<file path="config.mk">
export PLATFORM = sky130hd
export DESIGN_NAME = id_ex_skid_seg
export DESIGN_NICKNAME = d
export VERILOG_FILES = /design/src/rtl/id_ex_skid_seg.sv
export SDC_FILE = /design/constraint.sdc
export NUM_CORES = 1
export LEC_CHECK = 0
export BUFFER_PORTS_ARGS = -buffer_cell sky130_fd_sc_hd__buf_2
export CAP_MARGIN = 10
export CORE_MARGIN = 2
export CORE_UTILIZATION = 40
export DETAILED_ROUTE_END_ITERATION = 8
export PLACE_DENSITY = 0.72
export SLEW_MARGIN = 20
export SYNTH_ARGS = -nofsm -noshare
export SYNTH_HDL_FRONTEND = slang
export SYNTH_SLANG_ARGS = --single-unit
</file>
<file path="constraint.sdc">
create_clock -name Clk -period 3.1 [get_ports Clk]
set_input_delay 0.62 -clock Clk [delete_from_list [all_inputs] [get_ports Clk]]
set_output_delay 0.62 -clock Clk [all_outputs]
set_load 0.03 [all_outputs]
</file>
<file path="src/rtl/id_ex_skid_seg.sv">
// -----------------------------------------------------------------------------
// id_ex_skid_seg
//
// Generic pipeline segment register with a valid/ready handshake and a
// two-entry skid buffer. It sits on every inter-stage boundary (IF/ID, ID/EX,
// EX/MEM, MEM/WB) and carries a packed control+data payload.
//
// Back-pressure arrives through out_ready. in_ready is the inverse of the skid
// valid flop, so there is no combinational path from out_ready to in_ready and
// stall timing does not ripple across stages. A saturating counter records how
// many cycles the stage held valid data that downstream refused.
//
// Parameters
//   DATA_W    : payload width
//   RESET_VAL : payload loaded into both data registers on reset and on flush
//   CNT_W     : stall-cycle counter width
//
// Ports
//   Clk           in  : rising-edge clock
//   Rst           in  : asynchronous active-high reset
//   flush         in  : synchronous kill of all held entries
//   in_valid      in  : upstream payload valid
//   in_ready      out : stage can accept (registered, = ~skid_v)
//   in_data       in  : upstream payload
//   out_valid     out : downstream payload valid (= main_v)
//   out_ready     in  : downstream accepts
//   out_data      out : payload held in the main register
//   stall_cnt     out : saturating count of out_valid & ~out_ready cycles
//   stall_cnt_clr in  : synchronous clear of stall_cnt (wins over increment)
// -----------------------------------------------------------------------------
module id_ex_skid_seg #(
    parameter int unsigned              DATA_W    = 32,
    parameter logic [DATA_W-1:0]        RESET_VAL = '0,
    parameter int unsigned              CNT_W     = 16
) (
    input  logic              Clk,
    input  logic              Rst,
    input  logic              flush,
    input  logic              in_valid,
    output logic              in_ready,
    input  logic [DATA_W-1:0] in_data,
    output logic              out_valid,
    input  logic              out_ready,
    output logic [DATA_W-1:0] out_data,
    output logic [CNT_W-1:0]  stall_cnt,
    input  logic              stall_cnt_clr
);

    // State bits are literally {main_v, skid_v}; 2'b01 can never be reached.
    typedef enum logic [1:0] {
        EMPTY = 2'b00,
        BUSY  = 2'b10,
        FULL  = 2'b11
    } state_t;

    state_t            state_q;
    state_t            state_nxt;

    logic [DATA_W-1:0] main_d;
    logic [DATA_W-1:0] skid_d;
    logic [DATA_W-1:0] main_d_nxt;
    logic [DATA_W-1:0] skid_d_nxt;

    logic              main_v;
    logic              skid_v;
    logic              accept;
    logic              fire;
    logic              stall;

    // Counter increment that sticks at all-ones instead of wrapping.
    function automatic logic [CNT_W-1:0] sat_inc(input logic [CNT_W-1:0] v);
        logic [CNT_W-1:0] r;
        if (&v) begin
            r = v;
        end else begin
            r = v + 1'b1;
        end
        return r;
    endfunction

    // ---- output decode from the state flops --------------------------------
    always_comb begin
        main_v    = state_q[1];
        skid_v    = state_q[0];
        out_valid = main_v;
        out_data  = main_d;
        in_ready  = ~skid_v;
    end

    assign accept = in_valid & in_ready;
    assign fire   = out_valid & out_ready;
    assign stall  = out_valid & ~out_ready;

    // ---- next-state and data steering --------------------------------------
    always_comb begin
        state_nxt  = state_q;
        main_d_nxt = main_d;
        skid_d_nxt = skid_d;

        if (flush) begin
            // Flush beats any accept/fire in the same cycle.
            state_nxt  = EMPTY;
            main_d_nxt = RESET_VAL;
            skid_d_nxt = RESET_VAL;
        end else begin
            unique case (state_q)
                EMPTY: begin
                    if (accept) begin
                        main_d_nxt = in_data;
                        state_nxt  = BUSY;
                    end
                end
                BUSY: begin
                    if (accept && fire) begin
                        main_d_nxt = in_data;
                    end else if (accept) begin
                        // Downstream stalled: park the new payload in skid.
                        skid_d_nxt = in_data;
                        state_nxt  = FULL;
                    end else if (fire) begin
                        state_nxt  = EMPTY;
                    end
                end
                FULL: begin
                    // in_ready is low here, so only a fire can happen.
                    if (fire) begin
                        main_d_nxt = skid_d;
                        state_nxt  = BUSY;
                    end
                end
                default: begin
                    state_nxt = EMPTY;
                end
            endcase
        end
    end

    // ---- state register ----------------------------------------------------
    always_ff @(posedge Clk or posedge Rst) begin
        if (Rst) begin
            state_q <= EMPTY;
        end else begin
            state_q <= state_nxt;
        end
    end

    // ---- payload registers -------------------------------------------------
    always_ff @(posedge Clk or posedge Rst) begin
        if (Rst) begin
            main_d <= RESET_VAL;
            skid_d <= RESET_VAL;
        end else begin
            main_d <= main_d_nxt;
            skid_d <= skid_d_nxt;
        end
    end

    // ---- stall counter (independent of flush) ------------------------------
    always_ff @(posedge Clk or posedge Rst) begin
        if (Rst) begin
            stall_cnt <= '0;
        end else if (stall_cnt_clr) begin
            stall_cnt <= '0;
        end else if (stall) begin
            stall_cnt <= sat_inc(stall_cnt);
        end
    end

endmodule

</file>
# ---- After elaboration in Yosys (flattened, before gate mapping)
# Cells that the tools add are included.
dict set report totals {
  regBits 82
  in_bits 38
  out_inout_bits 50
  wordCells 48
}
dict set report classes {
  n_addsub 1
  eq_ne 9
  muxes 18
  n_bitwise 5
  n_reduce_logical 11
}
# operator n
set ops {}
lappend ops {{$mux 32} 7}
lappend ops {{$pmux 32 s3} 1}
lappend ops {{$mux 16} 3}
lappend ops {{$add 16x1->16 const B} 1}
lappend ops {{$reduce_and 16->1} 1}
lappend ops {{$mux 2} 6}
lappend ops {{$ne 3x3->1 const B} 4}
lappend ops {{$reduce_and 4->1} 2}
lappend ops {{$pmux 2 s3} 1}
lappend ops {{$reduce_bool 2->1} 3}
lappend ops {{$eq 2x2->1 const B} 2}
lappend ops {{$ne 2x2->1 const B} 2}
lappend ops {{$ne 4x4->1 const B} 1}
lappend ops {{$reduce_bool 4->1} 1}
lappend ops {{$and 1x1->1} 3}
lappend ops {{$reduce_and 3->1} 1}
lappend ops {{$logic_not 2->1} 1}
lappend ops {{$not 1->1} 2}
lappend ops {{$reduce_and 2->1} 1}
lappend ops {{$logic_and 1x1->1} 1}

# ---- Logic depth before layout (Yosys ltp)
# Gate-level depths: netlist of the first run.
dict set report depth {
  word_depth 6
  ltp_mapped 7
  mapped_depth_nobuf 6
}

# ---- Least setup slack after synthesis of the first run
# No wires, ideal clock.
dict set report synth_timing {
  path_kind {reg-to-reg}
  startpoint {register state_q[1]}
  endpoint {register main_d[0], in the netlist out_data[0]}
  setup_time_ns 0.125
  t_arrival_ns 1.966
  required_time_ns 2.975
  path_slack_ns 1.010
  stages_incl_launch_ff 7
  n_path_buf 2
  period_less_slack_ns 2.090
  cell_sequence {dfrtp_1 ha_1 clkbuf_1 o2111ai_1 nand3_1 buf_2 mux2_2}
}
dict set report synth_via {
  elab_chain_len 4
  elab_cells_between_ends 12
  cone_classes {eq/ne (5); mux (2); bitwise (1); reduce/logical (4)}
}
# item line
set synth_lines {}
lappend synth_lines {{from (decl)} 56} ;# state_t state_q;
lappend synth_lines {{from (signal assigned)} 143} ;# state_q <= state_nxt;
lappend synth_lines {{$and 1x1->1} 91} ;# assign fire = out_valid & out_ready;
lappend synth_lines {{$logic_and 1x1->1} 114} ;# if (accept && fire) begin
lappend synth_lines {{$ne 3x3->1 (no source line)} n/a}
lappend synth_lines {{$reduce_and 4->1 (no source line)} n/a}
lappend synth_lines {{to (signal assigned)} 153} ;# main_d <= main_d_nxt;
lappend synth_lines {{to (decl)} 59} ;# logic [DATA_W-1:0] main_d;
# Several ways; a longest one is shown, not always the timed one.
# A chain may end at the register's enable or synchronous reset.

# ---- Worst setup path in the final report of the first run
dict set report layout_timing {
  startpoint {register state_q[1]}
  endpoint {register main_d[9], in the netlist out_data[9]}
}
# Same word-level chain as after synthesis.

==> insert_results.sql, run 1 <==
INSERT INTO impl_metrics (metric_group, metric, value, unit) VALUES
('sta', 'totalNegativeSetupSlack', '0', 'ns'),
('placement', 'gp_congestion', '0.780', ''),
('worst_setup_path', 'cp-start-kind', 'register', ''),
('sta', 'timing_worst_slew_pin_value', '0.839', 'ns'),
('drt', 'avgRoutedWirePerCell', '14.3', 'µm'),
('sta', 'finalHoldViolCount', '0', ''),
('layout', 'area_growth', '18.8', '%'),
('logic_synthesis', 'synthDistinctLibCells', '38', ''),
('layout', 'share_of_final_layout_standard_cells_stronger_than_drive_strength_1', '30.8', '%'),
('worst_setup_path', 'worstPathArrival', '2.49', 'ns'),
('global_routing', 'first_global_vias', '3191', ''),
('worst_setup_path', 'rr_worst_depth', '6', ''),
('clocking', 'postCtsHoldBufs', '0', ''),
('logic_synthesis', 'synth_top_family_by_area', 'multiplexers', ''),
('clocking', 'clockBufferDepth', '2', ''),
('global_routing', 'grt_antenna_before_repair', '0', ''),
('clocking', 'tritoncts.num_buffers', '9', ''),
('logic_synthesis', 'synthArstFlopShare', '100', '%'),
('layout', 'post_layout_cell_count', '624', ''),
('pwr', 'max-vdd-ir-drop', '0.000230', 'V'),
('die', 'start_util', '41.4', '%'),
('clocking', 'clk_transition_reported_paths', '0.08', 'ns'),
('clocking', 'clock_latency', '0.35', 'ns'),
('die', 'placeable_area', '9820', 'µm²'),
('placement', 'placed_cells', '608', ''),
('worst_setup_path', 'endpoint_of_the_lowest_slack_register_to_register_path', 'out_data[9]', ''),
('logic_synthesis', 'synth_xor_xnor_area_share', '0.215', '%'),
('logic_synthesis', 'synthCells', '408', ''),
('logic_synthesis', 'yosys.area_share.adder', '1.85', '%'),
('logic_synthesis', 'post_synth_and_or_nand_nor_area_fraction', '16.7', '%'),
('drt', 'routed_via_density', '5.13', ''),
('worst_setup_path', 'setup.worst_path.class', 'register to register', ''),
('logic_synthesis', 'synth_nets', '452', ''),
('pwr', 'design_power_total', '3.01', 'mW'),
('clocking', 'cts.sinks', '82', ''),
('placement', 'io_buffer_count', '87', ''),
('logic_synthesis', 'synth-compound-area-share', '8.64', '%'),
('placement', 'placed_cell_area', '4630', 'µm²'),
('worst_setup_path', 'timing.critical_path.fanout_max', '25', ''),
('sta', 'period_minus_slack', '2.26', 'ns'),
('drt', 'num_vias', '3204', ''),
('global_routing', 'wire_length_of_the_first_global_routing_pass', '15400', 'µm'),
('clocking', 'ctsResizeCount', '0', ''),
('logic_synthesis', 'synth_seq_area_share', '50.4', '%'),
('layout', 'postLayoutCellArea', '4830', 'µm²'),
('clocking', 'tritoncts', 'done', ''),
('sta', 'timing.max_slew.rel_slack', '44.0', '%'),
('drt', 'drc', '0', ''),
('clocking', 'postCtsSetupBuffers', '0', ''),
('pwr', 'power-per-cell-area', '622', 'nW/µm²'),
('hold_path', 'timing.hold.worst.class', 'input pin to asynchronous set/reset pin', ''),
('flow_run', 'cap_viol_max_count', '0', ''),
('die', 'die_y', '105', 'µm'),
('logic_synthesis', 'yosysWarnings', '0', ''),
('clocking', 'htreeDepth', '3', ''),
('die', 'placement_rows', '36', ''),
('sta', 'finalCritPeriodShare', '72.9', '%'),
('sta', 'grt_setup_unrepaired', 'false', ''),
('logic_synthesis', 'post_synth.cell_area_avg', '9.97', 'µm²'),
('global_routing', 'globalRouteTotalUtil', '17.2', '%'),
('logic_synthesis', 'synth.ff_latch_count', '82', ''),
('die', 'design.die.area', '11000', 'µm²'),
('status', 'outcome', 'completed', ''),
('placement', 'post-dp-hpwl', '6040', 'µm'),
('logic_synthesis', 'synth_flop_cell', 'sky130_fd_sc_hd__dfrtp_1', ''),
('die', 'die_x', '105', 'µm'),
('pwr', 'leakage_power_figure', '2.21', 'nW'),
('worst_setup_path', 'critPathRequiredTime', '3.33', 'ns'),
('die', 'floorplan.io_pins', '88', ''),
('sta', 'final_max_slew_viol_count', '0', ''),
('global_routing', 'globalRouteOverflowTotal', '0', '');
-- power by group --
group          switching (mW)  total, mW  internal (mW)  leakage (nW)
Clock                   0.380      0.793          0.412         0.105
Combinational           0.560      0.887          0.327         0.997
Sequential             0.0989       1.33           1.23          1.10
-- synthesized netlist by cell type (2+ instances only) --
cell	count	area share, %
sky130_fd_sc_hd__inv_1	8	0.74
sky130_fd_sc_hd__and3_1	2	0.31
sky130_fd_sc_hd__nand4_1	3	0.46
sky130_fd_sc_hd__ha_1	6	1.8
sky130_fd_sc_hd__nor3_1	5	0.61
sky130_fd_sc_hd__clkbuf_1	16	1.5
sky130_fd_sc_hd__dfrtp_1	82	50
sky130_fd_sc_hd__nand2b_1	3	0.46
sky130_fd_sc_hd__nor2_1	42	3.9
sky130_fd_sc_hd__or3_1	3	0.46
sky130_fd_sc_hd__mux2_2	36	10
sky130_fd_sc_hd__nand2_1	71	6.5
sky130_fd_sc_hd__mux2i_1	35	8.6
sky130_fd_sc_hd__a211oi_1	4	0.74
sky130_fd_sc_hd__nand3_1	5	0.61
sky130_fd_sc_hd__a21oi_1	40	4.9
sky130_fd_sc_hd__o31ai_1	5	0.92
sky130_fd_sc_hd__buf_2	11	1.4
sky130_fd_sc_hd__a31oi_1	3	0.46
sky130_fd_sc_hd__or4_1	6	1.1
sky130_fd_sc_hd__nor2b_1	5	0.77
-- metal layers --
metal | track usage [%] | up-vias | share of wire (%)
li1 | - | 1563 | -
met1 | 22.8 | 1543 | 46
met2 | 27.8 | 83 | 48
met3 | 2.99 | 15 | 4.5
met4 | 6.86 | 0 | 1.7
met5 | 0 | - | 0
-- logic make-up after synthesis --
logic type	after synthesis
AND/OR/NAND/NOR	153
flip-flops	82
multiplexers	71
AO/OA/AOI/OAI	60
buffers and inverters	35
adder cells (fa/ha/maj)	6
XOR/XNOR	1
-- critical path, stage by stage, from the launching register on --
cell and delay, ns:
sky130_fd_sc_hd__dfrtp_1 0.55, sky130_fd_sc_hd__ha_2 0.50, sky130_fd_sc_hd__nor2_1 0.09, sky130_fd_sc_hd__a31oi_1 0.21
sky130_fd_sc_hd__nand3_2 0.24, sky130_fd_sc_hd__buf_12 0.25, sky130_fd_sc_hd__mux2_2 0.28
-- metrics by stage --
step | worst slack, ns | hold WS, ns
floorplan | 0.372 | 0.501
global placement | 0.854 | 0.487
detailed placement | 0.788 | 0.491
CTS | 0.825 | 0.430
global route | 0.647 | 0.457
finish | 0.840 | 0.392
-- state kept, by name, summed over array words and instances (netlist names) --
signal	cells
state_q	2
out_data	32
stall_cnt	16
skid_d	32
-- how the worst max path moves through the flow --
stage	endpoint	slack (ns)	cells after the start
floorplan	out_data[0]	0.37	1
global placement	out_data[0]	0.85	6
detailed placement	out_data[1]	0.79	6
CTS	out_data[9]	0.82	6
global route	out_data[0]	0.65	6
finish	out_data[9]	0.84	6
-- cells in the final DEF (no fill, tap or decap), drive strengths merged, types with 2 or more instances in the layout --
master and instances:
buf 94, dfrtp 82, nand2 71, nor2 42, a21oi 40, mux2 36, mux2i 35, clkbuf 11
inv 7, or4 6, ha 6, nand3 6, nor2b 5, nor3 5, o31ai 5, a211oi 4
clkinv 4, a31oi 3, nand4 3, nand2b 3, or3 3, and3 2, or2 2
-- cell type report --
| class | instances | area [µm²] |
|---|---|---|
| fill | 967 | 4990 |
| sequential | 82 | 2050 |
| multi-input combinational | 291 | 1880 |
| timing repair buffer | 94 | 500 |
| tap | 133 | 166 |
| clock buffer | 11 | 151 |
| clock inverter | 5 | 52.6 |
| inverter | 8 | 31.3 |
Power figures use the tool's default switching activity.
==> run 2: changes to the inputs <==
- clock period: 3.1 -> 2.2 ns (I/O delays scaled with it)
==> insert_results.sql, run 2 (synthesis results as in run 1) <==
INSERT INTO impl_metrics (metric_group, metric, value, unit) VALUES
('status', 'outcome', 'completed', ''),
('layout', 'multi_input_area', '1880', 'µm²'),
('flow_run', 'cap_viol_max_count', '0', ''),
('worst_setup_path', 'worstReg2RegStart', 'state_q[1]', ''),
('clocking', 'cts.sinks', '82', ''),
('worst_setup_path', 'setup.worst_path.class', 'register to register', ''),
('pwr', 'leakage_power_figure', '2.21', 'nW'),
('placement', 'gp_congestion', '0.835', ''),
('layout', 'final.fill_count', '964', ''),
('sta', 'timing.fmax', '493', 'MHz'),
('sta', 'final_max_slew_viol_count', '0', ''),
('sta', 'finalCritPeriodShare', '92.2', '%'),
('layout', 'area_growth', '19.2', '%'),
('clocking', 'tritoncts', 'done', ''),
('worst_setup_path', 'critPathRequiredTime', '2.44', 'ns'),
('die', 'die_y', '105', 'µm'),
('layout', 'final_cell_mix', '87 x sky130_fd_sc_hd__buf_2, 82 x sky130_fd_sc_hd__dfrtp_1, 71 x sky130_fd_sc_hd__nand2_1', ''),
('pwr', 'max-vdd-ir-drop', '0.000463', 'V'),
('drt', 'drc', '0', ''),
('clocking', 'clk_transition_reported_paths', '0.08', 'ns'),
('layout', 'layout_commonest_cell', 'sky130_fd_sc_hd__buf_2', ''),
('global_routing', 'first_global_vias', '3107', ''),
('sta', 'period_minus_slack', '2.03', 'ns'),
('global_routing', 'globalRouteOverflowTotal', '0', ''),
('die', 'start_util', '41.4', '%'),
('hold_path', 'timing.hold.worst.class', 'input pin to asynchronous set/reset pin', ''),
('clocking', 'htreeDepth', '3', ''),
('worst_setup_path', 'critical_path.endpoint', 'out_data[17]', ''),
('die', 'placeable_area', '9820', 'µm²'),
('worst_setup_path', 'endpoint_of_the_lowest_slack_register_to_register_path', 'out_data[17]', ''),
('clocking', 'clock_latency', '0.36', 'ns'),
('worst_setup_path', 'launching_element_of_the_worst_setup_path', 'state_q[1]', ''),
('sta', 'grt_setup_unrepaired', 'false', ''),
('drt', 'routed_via_density', '5.16', ''),
('worst_setup_path', 'reg2reg_slack', '0.17', 'ns'),
('drt', 'routed_wl', '9100', 'µm'),
('sta', 'setup_violations', '0', ''),
('sta', 'finalHoldViolCount', '0', ''),
('sta', 'fin_worst_skew', '0.00384', 'ns'),
('die', 'design.die.area', '11000', 'µm²'),
('die', 'placement_rows', '36', ''),
('clocking', 'ctsResizeCount', '0', ''),
('drt', 'drt.antenna.violating_nets', '0', ''),
('global_routing', 'globalRouteTotalUtil', '17.5', '%'),
('global_routing', 'wire_length_of_the_first_global_routing_pass', '15400', 'µm'),
('sta', 'worst_slack', '0.172', 'ns'),
('drt', 'detailedRoute.firstIterationViolations', '152', ''),
('global_routing', 'grt_antenna_before_repair', '0', ''),
('drt', 'firstDrtPassIters', '4', ''),
('pwr', 'power-per-cell-area', '870', 'nW/µm²'),
('worst_setup_path', 'timing.critical_path.fanout_max', '17', ''),
('die', 'die_x', '105', 'µm'),
('clocking', 'postCtsSetupBuffers', '0', ''),
('layout', 'share_of_final_layout_standard_cells_stronger_than_drive_strength_1', '30.6', '%'),
('placement', 'worst_slack_at_placement', '0.195', 'ns'),
('layout', 'nNetsFinal', '533', ''),
('drt', 'num_vias', '3232', ''),
('clocking', 'tritoncts.num_buffers', '9', ''),
('placement', 'post-dp-hpwl', '6140', 'µm'),
('worst_setup_path', 'cp-start-kind', 'register', ''),
('global_routing', 'pin_count_of_the_biggest_net_entering_global_routing', '83', ''),
('worst_setup_path', 'cp-end-kind', 'register', ''),
('layout', 'num_antenna_cells', '0', ''),
('worst_setup_path', 'rr_worst_depth', '7', ''),
('sta', 'timing_worst_slew_pin_value', '0.603', 'ns'),
('clocking', 'postCtsHoldBufs', '0', ''),
('placement', 'io_buffer_count', '87', ''),
('sta', 'timing.max_slew.rel_slack', '59.5', '%'),
('die', 'floorplan.io_pins', '88', ''),
('drt', 'avgRoutedWirePerCell', '14.5', 'µm'),
('clocking', 'cts_root_buffer', 'sky130_fd_sc_hd__clkbuf_8', ''),
('worst_setup_path', 'worstPathArrival', '2.27', 'ns'),
('layout', 'seq_area', '2050', 'µm²'),
('clocking', 'clockBufferDepth', '2', ''),
('sta', 'totalNegativeSetupSlack', '0', 'ns');
[run 2: layout make-up]
cell class,instances,share of cell area [%]
multi-input cells,291,38.7
well taps,133,3.43
flip-flops and latches,82,42.3
repair buffers,97,11.0
inverters,8,0.696
clock inverters,3,0.825
clock buffers,12,2.99
[run 2: per-stage QoR]
stage,instance area [µm²],hold slack [ns],std cells,power (mW),util [%]
global placement,4670,0.487,611,3.14,47.5
CTS,4850,0.208,626,4.28,49.4
finish,4850,0.207,626,4.22,49.4
floorplan,4070,0.501,408,2.79,-
detailed placement,4670,0.491,611,3.18,47.5
global route,4850,0.235,626,4.46,49.4
[run 2: layer usage]
layer	routed length [µm]	share of wire [%]	global-route usage, %
met1	4050	44	21.9
met2	4450	49	28.7
met3	403	4.4	4.12
met4	196	2.2	8.10
met5	0	0	0
[run 2: worst max-delay path, cell delays in order (launching register included)]
cell	delay [ns]
sky130_fd_sc_hd__dfrtp_1	0.53
sky130_fd_sc_hd__inv_1	0.15
sky130_fd_sc_hd__ha_1	0.25
sky130_fd_sc_hd__nor2_1	0.10
sky130_fd_sc_hd__o2111ai_1	0.12
sky130_fd_sc_hd__nand3_2	0.11
sky130_fd_sc_hd__buf_4	0.26
sky130_fd_sc_hd__mux2_2	0.38
[run 2: worst min-delay path by stage]
stage                   end  slack (ns)  depth (start not counted)
2_1_floorplan     skid_d[0]        0.50                          2
3_3_place_gp   out_data[19]        0.49                          1
4_1_cts        out_data[23]        0.21                          3
3_5_place_dp   out_data[14]        0.49                          1
5_1_grt        out_data[28]        0.23                          3
6_report       out_data[23]        0.21                          3
[run 2: report_power, final]
| group | internal [mW] | switching [mW] |
|---|---|---|
| logic | 0.468 | 0.798 |
| registers | 1.73 | 0.141 |
| clock network | 0.547 | 0.538 |
| total | 2.75 | 1.48 |
==> run 3: changes to the inputs <==
- BUFFER_PORTS_ARGS: -buffer_cell sky130_fd_sc_hd__buf_2 -> -buffer_cell sky130_fd_sc_hd__buf_4
==> insert_results.sql, run 3 (synthesis results as in run 1) <==
INSERT INTO impl_metrics (metric_group, metric, value, unit) VALUES
('clocking', 'postCtsSetupBuffers', '0', ''),
('die', 'die_y', '105', 'µm'),
('worst_setup_path', 'cp-start-kind', 'register', ''),
('layout', 'seq_area', '2050', 'µm²'),
('pwr', 'max-vdd-ir-drop', '0.000369', 'V'),
('pwr', 'switching_power', '1.49', 'mW'),
('die', 'start_util', '41.4', '%'),
('placement', 'io_buffer_count', '87', ''),
('sta', 'worst_slack', '0.182', 'ns'),
('clocking', 'clk_transition_reported_paths', '0.08', 'ns'),
('status', 'outcome', 'completed', ''),
('worst_setup_path', 'cp-end-kind', 'register', ''),
('pwr', 'leakage_power_figure', '2.26', 'nW'),
('placement', 'post-dp-hpwl', '6260', 'µm'),
('layout', 'final_cell_mix', '95 x sky130_fd_sc_hd__buf_4, 82 x sky130_fd_sc_hd__dfrtp_1, 71 x sky130_fd_sc_hd__nand2_1', ''),
('layout', 'nNetsFinal', '534', ''),
('die', 'floorplan.io_pins', '88', ''),
('worst_setup_path', 'rr_worst_depth', '5', ''),
('sta', 'timing.fmax', '496', 'MHz'),
('die', 'die_x', '105', 'µm'),
('placement', 'gp_congestion', '0.823', ''),
('clocking', 'postCtsHoldBufs', '0', ''),
('global_routing', 'pin_count_of_the_biggest_net_entering_global_routing', '83', ''),
('sta', 'grt_setup_unrepaired', 'false', ''),
('placement', 'placed_cells', '612', ''),
('sta', 'period_minus_slack', '2.02', 'ns'),
('flow_run', 'cap_viol_max_count', '0', ''),
('worst_setup_path', 'worstPathArrival', '2.29', 'ns'),
('sta', 'timing_worst_slew_pin_value', '0.710', 'ns'),
('global_routing', 'wire_length_of_the_first_global_routing_pass', '15400', 'µm'),
('placement', 'placed_cell_area', '4900', 'µm²'),
('pwr', 'clkPwrFrac', '24.6', '%'),
('die', 'design.die.area', '11000', 'µm²'),
('clocking', 'tritoncts.num_buffers', '9', ''),
('drt', 'avgRoutedWirePerCell', '14.5', 'µm'),
('worst_setup_path', 'timing.critical_path.fanout_max', '9', ''),
('clocking', 'tritoncts', 'done', ''),
('clocking', 'clock_latency', '0.35', 'ns'),
('pwr', 'intPower', '2.83', 'mW'),
('worst_setup_path', 'critPathRequiredTime', '2.48', 'ns'),
('placement', 'worst_slack_at_placement', '0.198', 'ns'),
('clocking', 'clockBufferDepth', '2', ''),
('drt', 'detailedRoute.firstIterationViolations', '94', ''),
('layout', 'multi_input_area', '1880', 'µm²'),
('sta', 'fin_worst_skew', '0.00542', 'ns'),
('layout', 'postLayoutCellArea', '5090', 'µm²'),
('sta', 'final_max_slew_viol_count', '0', ''),
('die', 'placement_rows', '36', ''),
('clocking', 'cts_root_buffer', 'sky130_fd_sc_hd__clkbuf_8', ''),
('sta', 'totalNegativeSetupSlack', '0', 'ns'),
('layout', 'layout_commonest_cell', 'sky130_fd_sc_hd__buf_4', ''),
('worst_setup_path', 'setup.worst_path.class', 'register to register', ''),
('pwr', 'netSwitchingFraction', '34.5', '%'),
('pwr', 'design_power_total', '4.32', 'mW'),
('layout', 'area_growth', '25.1', '%'),
('layout', 'share_of_final_layout_standard_cells_stronger_than_drive_strength_1', '30.9', '%'),
('layout', 'final.fill_count', '938', ''),
('pwr', 'pwr-share-comb', '31.9', '%'),
('die', 'placeable_area', '9820', 'µm²'),
('clocking', 'htreeDepth', '3', ''),
('layout', 'post_layout_cell_count', '628', ''),
('drt', 'num_vias', '3240', ''),
('sta', 'timing.max_slew.rel_slack', '52.3', '%'),
('drt', 'routed_wl', '9120', 'µm'),
('sta', 'finalHoldViolCount', '0', ''),
('clocking', 'ctsResizeCount', '0', ''),
('global_routing', 'globalRouteOverflowTotal', '0', ''),
('layout', 'num_antenna_cells', '0', ''),
('global_routing', 'first_global_vias', '3179', ''),
('global_routing', 'globalRouteTotalUtil', '17.3', '%'),
('drt', 'drt.antenna.violating_nets', '0', ''),
('pwr', 'sequential_group_share_of_total_power', '43.5', '%'),
('sta', 'finalCritPeriodShare', '91.7', '%'),
('drt', 'firstDrtPassIters', '4', ''),
('drt', 'routed_via_density', '5.16', ''),
('sta', 'setup_violations', '0', ''),
('clocking', 'cts.sinks', '82', ''),
('drt', 'drc', '0', ''),
('global_routing', 'grt_antenna_before_repair', '0', ''),
('hold_path', 'timing.hold.worst.class', 'input pin to asynchronous set/reset pin', ''),
('pwr', 'power-per-cell-area', '848', 'nW/µm²');
## run 3: changes by cell type in the layout (fill, tap and decap cells not counted)
cell and delta:
sky130_fd_sc_hd__buf_12 +1, sky130_fd_sc_hd__buf_2 -87, sky130_fd_sc_hd__buf_4 +87, sky130_fd_sc_hd__clkbuf_8 -1, sky130_fd_sc_hd__clkinvlp_4 +2
## run 3: final cells by class
type / instances / share of cell area, %
sequential: 82 / 40.3
multi-input combinational: 291 / 36.9
timing repair buffer: 98 / 15.2
tap: 133 / 3.27
clock buffer: 11 / 2.58
clock inverter: 5 / 1.08
inverter: 8 / 0.664
## run 3: path summary, 6_finish.rpt
kind | startpoint | end | slack (ns)
setup / recovery | stall_cnt[0] | stall_cnt[12] | 0.18
hold / removal | Rst | out_data[26] | 0.19
setup reg to reg | stall_cnt[0] | stall_cnt[12] | 0.18
hold reg to reg | out_data[21] | out_data[21] | 0.51
max in group asynchronous | Rst | skid_d[1] | 1.63
min in group Clk | in_data[22] | skid_d[22] | 0.33
## run 3: worst max-delay path: stages (launching register included)
cell and delay [ns]:
sky130_fd_sc_hd__dfrtp_1 0.41, sky130_fd_sc_hd__ha_1 0.25, sky130_fd_sc_hd__nand3b_1 0.14, sky130_fd_sc_hd__or3_1 0.48
sky130_fd_sc_hd__or4_1 0.51, sky130_fd_sc_hd__a21oi_1 0.15
## run 3: metrics by stage
stage	hold WS, ns	util, %
floorplan	0.501	-
global placement	0.492	49.9
finish	0.189	51.8
CTS	0.224	51.8
detailed placement	0.497	49.9
global route	0.242	51.8
## run 3: metal layers
layer / wire, µm / track usage (%)
met5: 0 / 0
met4: 106 / 5.33
met1: 4030 / 21.5
met3: 425 / 4.74
met2: 4560 / 29.4
## run 3: power groups by stage
stage / clock network [mW] / logic [mW] / registers (mW)
final: 1.06 / 1.38 / 1.88
after global routing: 1.16 / 1.50 / 1.91
after CTS: 1.10 / 1.40 / 1.88
after detailed placement: 0 / 1.40 / 1.91
after global placement: 0 / 1.36 / 1.89
after floorplan: 0 / 0.613 / 2.18
